<file path="src/rtl/fifo_wr_ingress.sv">
// Write-domain ingress of the async FIFO: skid-buffered valid/ready intake,
// read-pointer synchronizer, space-guarded write issue and flush sequencing.
module fifo_wr_ingress #(
    parameter int unsigned DATA_WIDTH   = 8,
    parameter int unsigned PTR_WIDTH    = 4,
    parameter int unsigned SYNC_STAGES  = 2,
    parameter int unsigned AFULL_THRESH = 12
) (
    input  logic                  w_clk,
    input  logic                  wresetn,
    input  logic                  flush,
    input  logic                  s_tvalid,
    input  logic [DATA_WIDTH-1:0] s_tdata,
    output logic                  s_tready,
    input  logic [PTR_WIDTH:0]    rptr_gray,
    output logic                  wr_enable,
    output logic [DATA_WIDTH-1:0] wr_data,
    output logic                  flush_o,
    output logic [PTR_WIDTH:0]    read_ptr,
    output logic [PTR_WIDTH:0]    wr_level,
    output logic                  almost_full
);

    localparam int unsigned PW    = PTR_WIDTH + 1;
    localparam int unsigned DEPTH = 1 << PTR_WIDTH;
    localparam int unsigned CNT_W = $clog2(SYNC_STAGES + 1);

    typedef enum logic [1:0] {
        ST_RUN    = 2'd0,
        ST_FLUSH  = 2'd1,
        ST_RESYNC = 2'd2
    } state_e;

    state_e                state_q;
    state_e                state_d;
    logic [CNT_W-1:0]      rcnt_q;
    logic [CNT_W-1:0]      rcnt_d;

    logic [PW-1:0]         sync_q [SYNC_STAGES];
    logic [PW-1:0]         read_ptr_q;
    logic [PW-1:0]         wptr_q;
    logic [PW-1:0]         wptr_d;

    logic                  ov_q;
    logic                  ov_d;
    logic [DATA_WIDTH-1:0] od_q;
    logic [DATA_WIDTH-1:0] od_d;
    logic                  sv_q;
    logic                  sv_d;
    logic [DATA_WIDTH-1:0] sd_q;
    logic [DATA_WIDTH-1:0] sd_d;

    logic                  run_c;
    logic                  space_c;
    logic                  consume_c;
    logic                  accept_c;
    logic [PW-1:0]         level_c;

    function automatic logic [PW-1:0] gray2bin(input logic [PW-1:0] g);
        logic [PW-1:0] b;
        b = g;
        for (int i = 1; i < int'(PW); i++) begin
            b = b ^ (g >> i);
        end
        return b;
    endfunction

    // Occupancy seen from the write side; lags reads, so never overstates space.
    assign level_c   = wptr_q - read_ptr_q;
    assign space_c   = (level_c < PW'(DEPTH));
    assign run_c     = (state_q == ST_RUN) && !flush;
    assign consume_c = ov_q && space_c && run_c;
    assign accept_c  = s_tvalid && s_tready;

    // FSM state register
    always_ff @(posedge w_clk or negedge wresetn) begin
        if (!wresetn) begin
            state_q <= ST_RUN;
            rcnt_q  <= '0;
        end else begin
            state_q <= state_d;
            rcnt_q  <= rcnt_d;
        end
    end

    // FSM next state; a flush request restarts the sequence from any state
    always_comb begin
        state_d = state_q;
        rcnt_d  = rcnt_q;
        if (flush) begin
            state_d = ST_FLUSH;
            rcnt_d  = '0;
        end else begin
            unique case (state_q)
                ST_RUN: begin
                    state_d = ST_RUN;
                end
                ST_FLUSH: begin
                    state_d = ST_RESYNC;
                    rcnt_d  = '0;
                end
                ST_RESYNC: begin
                    if (rcnt_q == CNT_W'(SYNC_STAGES)) begin
                        state_d = ST_RUN;
                        rcnt_d  = '0;
                    end else begin
                        rcnt_d = rcnt_q + CNT_W'(1);
                    end
                end
                default: begin
                    state_d = ST_RUN;
                    rcnt_d  = '0;
                end
            endcase
        end
    end

    // FSM outputs
    always_comb begin
        s_tready  = 1'b0;
        wr_enable = 1'b0;
        flush_o   = 1'b0;
        unique case (state_q)
            ST_RUN: begin
                s_tready  = !sv_q && !flush;
                wr_enable = consume_c;
            end
            ST_FLUSH: begin
                wr_enable = 1'b1;
                flush_o   = 1'b1;
            end
            ST_RESYNC: begin
                s_tready  = 1'b0;
                wr_enable = 1'b0;
            end
            default: begin
                s_tready  = 1'b0;
                wr_enable = 1'b0;
            end
        endcase
    end

    // Skid buffer and local write pointer next state
    always_comb begin
        ov_d   = ov_q;
        od_d   = od_q;
        sv_d   = sv_q;
        sd_d   = sd_q;
        wptr_d = wptr_q;
        if (consume_c) begin
            wptr_d = wptr_q + PW'(1);
        end
        if (sv_q) begin
            if (consume_c) begin
                ov_d = 1'b1;
                od_d = sd_q;
                sv_d = 1'b0;
            end
        end else if (consume_c || !ov_q) begin
            ov_d = accept_c;
            if (accept_c) begin
                od_d = s_tdata;
            end
        end else if (accept_c) begin
            sv_d = 1'b1;
            sd_d = s_tdata;
        end
    end

    // Datapath registers; a sampled flush wipes buffered beats and pointers
    always_ff @(posedge w_clk or negedge wresetn) begin
        if (!wresetn) begin
            for (int i = 0; i < int'(SYNC_STAGES); i++) begin
                sync_q[i] <= '0;
            end
            read_ptr_q <= '0;
            wptr_q     <= '0;
            ov_q       <= 1'b0;
            od_q       <= '0;
            sv_q       <= 1'b0;
            sd_q       <= '0;
        end else if (flush) begin
            for (int i = 0; i < int'(SYNC_STAGES); i++) begin
                sync_q[i] <= '0;
            end
            read_ptr_q <= '0;
            wptr_q     <= '0;
            ov_q       <= 1'b0;
            od_q       <= '0;
            sv_q       <= 1'b0;
            sd_q       <= '0;
        end else begin
            sync_q[0] <= rptr_gray;
            for (int i = 1; i < int'(SYNC_STAGES); i++) begin
                sync_q[i] <= sync_q[i-1];
            end
            read_ptr_q <= gray2bin(sync_q[SYNC_STAGES-1]);
            wptr_q     <= wptr_d;
            ov_q       <= ov_d;
            od_q       <= od_d;
            sv_q       <= sv_d;
            sd_q       <= sd_d;
        end
    end

    assign wr_data     = od_q;
    assign read_ptr    = read_ptr_q;
    assign wr_level    = level_c;
    assign almost_full = (level_c >= PW'(AFULL_THRESH));

endmodule

</file>
<file path="config.mk">
export PLATFORM = sky130hd
export DESIGN_NAME = fifo_wr_ingress
export DESIGN_NICKNAME = d
export VERILOG_FILES = /design/src/rtl/fifo_wr_ingress.sv
export SDC_FILE = /design/constraint.sdc
export NUM_CORES = 1
export LEC_CHECK = 0
export CORE_MARGIN = 10
export CORE_UTILIZATION = 60
export DETAILED_ROUTE_END_ITERATION = 16
export DONT_BUFFER_PORTS = 1
export PLACE_DENSITY = 0.76
export SLEW_MARGIN = 25
export SYNTH_ARGS = -nofsm -noshare
export SYNTH_HDL_FRONTEND = slang
export SYNTH_SLANG_ARGS = --single-unit
</file>
<file path="constraint.sdc">
create_clock -name w_clk -period 6.5 [get_ports w_clk]
set_input_delay 1.3 -clock w_clk [delete_from_list [all_inputs] [get_ports w_clk]]
set_output_delay 1.3 -clock w_clk [all_outputs]
set_load 0.01 [all_outputs]
</file>
==> results by group <==
Clocking
  • CTS buffer count: 5
  • TritonCTS clock tree: yes
  • Clk pin slew, worst setup/hold paths: 0.11 ns
  • Hold Buf Count CTS: 0
  • H-tree Lvls: 2
  • Worst skew pair latency: 0.33 ns
  • Largest buffer count on any clock path: 2
  • Setup Fix Bufs, Post-CTS: 0
  • CTS resizes: 0
  • Sinks on Clock Net: 42
  • Root Driver: clkbuf_4

Yosys
  • Syn_nets: 207
  • Synth Area per Inst: 11.1 um^2
  • XOR/XNOR Fraction of Synth Area: 0.0473
  • Post-synth EDFFs: 0
  • Ys flop type: dfrtp_1
  • Cell variety after synth: 35
  • Cells after Synth: 184
  • Post-Syn Area: 0.00204 mm^2
  • Synth Area in Adders: 0.0405
  • Dominant combinational cell family by area after synthesis: simple AND/OR/NAND/NOR gates
  • Yosys warning count: 0
  • Yosys reg bits: 42
  • Fraction of registers with async set/reset: 1.00
  • Simple-Gate Fraction of Synth Area: 0.164
  • Compound-gate portion of the synthesized area: 0.163
  • Mux share of post-synthesis cell area: 0.0203
  • Seq/Total Area, Yosys: 0.516

Worst setup path
  • Worst Path Class, Setup: register to output port
  • Crit-path max FO: 6
  • Crit path launch type: register
  • Critical path arrival: 2.43 ns
  • Setup crit end kind: output port
  • Worst EP required: 5.20 ns

Layout
  • Nets: 203
  • Share of post-route cells with drive strength above 1: 0.0778
  • Fillers: 273
  • N_diodes: 0
  • Finished Layout Cells: 226
  • Commonest non-fill, non-tap cell in the layout: dfrtp_1
  • Commonest cells after routing, fill and taps aside: dfrtp_1 (42), a22o_1 (16), nor2_1 (14), nor2b_1 (13), nand2_1 (11)
  • Area Overhead vs Synth: 1.84%

Detailed routing
  • Initial drt markers: 120
  • DRC errors left: 0
  • Drt total wl: around 3.7 mm
  • DRT Pass-1 Iters: 4
  • Post-route ant nets: 0
  • Vias per inst: approximately 5.7
  • Routed wire per std cell: 16.4 um
  • DR vias: about 1300

STA
  • Final setup viols: 0
  • Slew margin rel.: 0.542
  • Final period util: 0.573
  • Fmax: between 0.2 and 0.3 GHz
  • RSZ-0062 raised after global routing: false
  • Minimum clock period: 3.73 ns
  • Worst-margin pin slew: around 0.69 ns
  • Clock skew: 0.00902 ns
  • Final Worst Setup Slack: about 2.8 ns
  • Count of pins over their slew limit: 0
  • Setup TNS: 0 ns
  • Fin. Hold Viols: 0

Die
  • Area of the die: 0.00613 mm^2
  • Row count: 21
  • Die Y: 78.3 um
  • I/O Pins: 39
  • Core region area: 0.00331 mm^2
  • Die Wd: 78.3 um
  • Initial Util: 0.615

Status
  • Status: finished, final reports clean

Pwr
  • Pwr Density: 221 mW/mm^2
  • Pleak: 0.935 nW
  • Worst vdd ir: 0.000139 V
  • Tot Pwr: 0.458 mW

Global routing
  • First-pass GRT wire length: just over 6 mm
  • Vias in the first global route: approximately 1200
  • Initial antenna violation count: 0
  • Largest net degree at the start of global routing: 43
  • Total GRT Usage: 0.123
  • Remaining Overflow, GRT: 0

Placement
  • Place WS: 3.15 ns
  • Routability Congestion: 0.821
  • Post-DP HPWL: 2.81 mm
  • Port bufs: 0
  • Placed Instances: 219

Worst hold path
  • Worst min path class: register to register

Job
  • Max Cap Violations: 0
## synthesized netlist by cell type (3+ instances only)
cell type	instances	area, um^2
dfrtp_1	42	1050
a22o_1	16	140
nor2_1	14	52.6
nor2b_1	13	81.3
nand2_1	11	41.3
nand3_1	10	50.1
o21ai_0	10	50.1
inv_1	9	33.8
clkbuf_1	7	26.3
xnor2_1	7	61.3
ha_1	5	62.6
nor3_1	4	20.0
xor2_1	4	35.0
a21o_1	3	22.5
a21oi_1	3	15.0
and2_1	3	18.8
buf_6	3	33.8
mux2i_1	3	30.0
## metrics by stage
step                hold slack, ns  utilization  instance area (um^2)
floorplan                    0.439            -                  2040
global placement             0.443        0.613                  2030
detailed placement           0.446        0.613                  2030
CTS                          0.466        0.627                  2070
global route                 0.479        0.627                  2070
finish                       0.458        0.627                  2070
## final cells by class
| class | count | area, um^2 | area share |
|---|---|---|---|
| flip-flops and latches | 42 | 1050 | 0.507 |
| multi-input cells | 122 | 887 | 0.428 |
| well taps | 46 | 57.6 | 0.0277 |
| clock buffers | 7 | 45.0 | 0.0217 |
| inverters | 9 | 33.8 | 0.0163 |
## registers in the layout, summed over array words and instances (netlist names)
signal    count
wr_data       8
ov_q          1
sync_q       10
read_ptr      5
state_q       2
sv_q          1
sd_q          8
rcnt_q        2
wptr_q        5
## final timing paths
| kind | startpoint | end | slack, ns | cells past startpoint |
|---|---|---|---|---|
| worst max-delay path | wptr_q[0] | almost_full | 2.77 | 9 |
| worst min-delay path | sync_q[7] | sync_q[2] | 0.46 | 1 |
| worst max register to register | wptr_q[0] | wr_data[1] | 4.11 | 9 |
| worst min register to register | sync_q[7] | sync_q[2] | 0.46 | 1 |
| max in group asynchronous | wresetn | wptr_q[1] | 5.77 | 0 |
| min in group asynchronous | wresetn | sd_q[0] | 0.64 | 0 |
## critical path: stages, from the launching register on
cell and delay, ns:
dfrtp_1 0.44, inv_1 0.07, ha_1 0.13, inv_1 0.06, fa_1 0.39, nand3_1 0.16
and3_1 0.42, nor2_1 0.12, inv_1 0.15, a21o_1 0.15
## where the power goes
part / switching (mW) / internal [mW]
Sequential: 0.0104 / 0.271
Combinational: 0.0387 / 0.0240
Clock: 0.0729 / 0.0409
Total: 0.122 / 0.336
## routing by layer
layer,part of all wire,track usage,vias up
li1,-,-,627
met1,0.43,0.153,608
met2,0.45,0.175,42
met3,0.11,0.0683,5
met4,0.013,0.0466,0
met5,0,0,-
## cells by family (layout without fill, tap and decap cells)
group	after synthesis	in the layout
buf+inv	20	16
simple gates	62	62
xor+xnor	11	11
mux	4	4
flops	42	42
compound gates	39	39
fa+ha+maj	6	6
(Power assumes the default switching activity.)
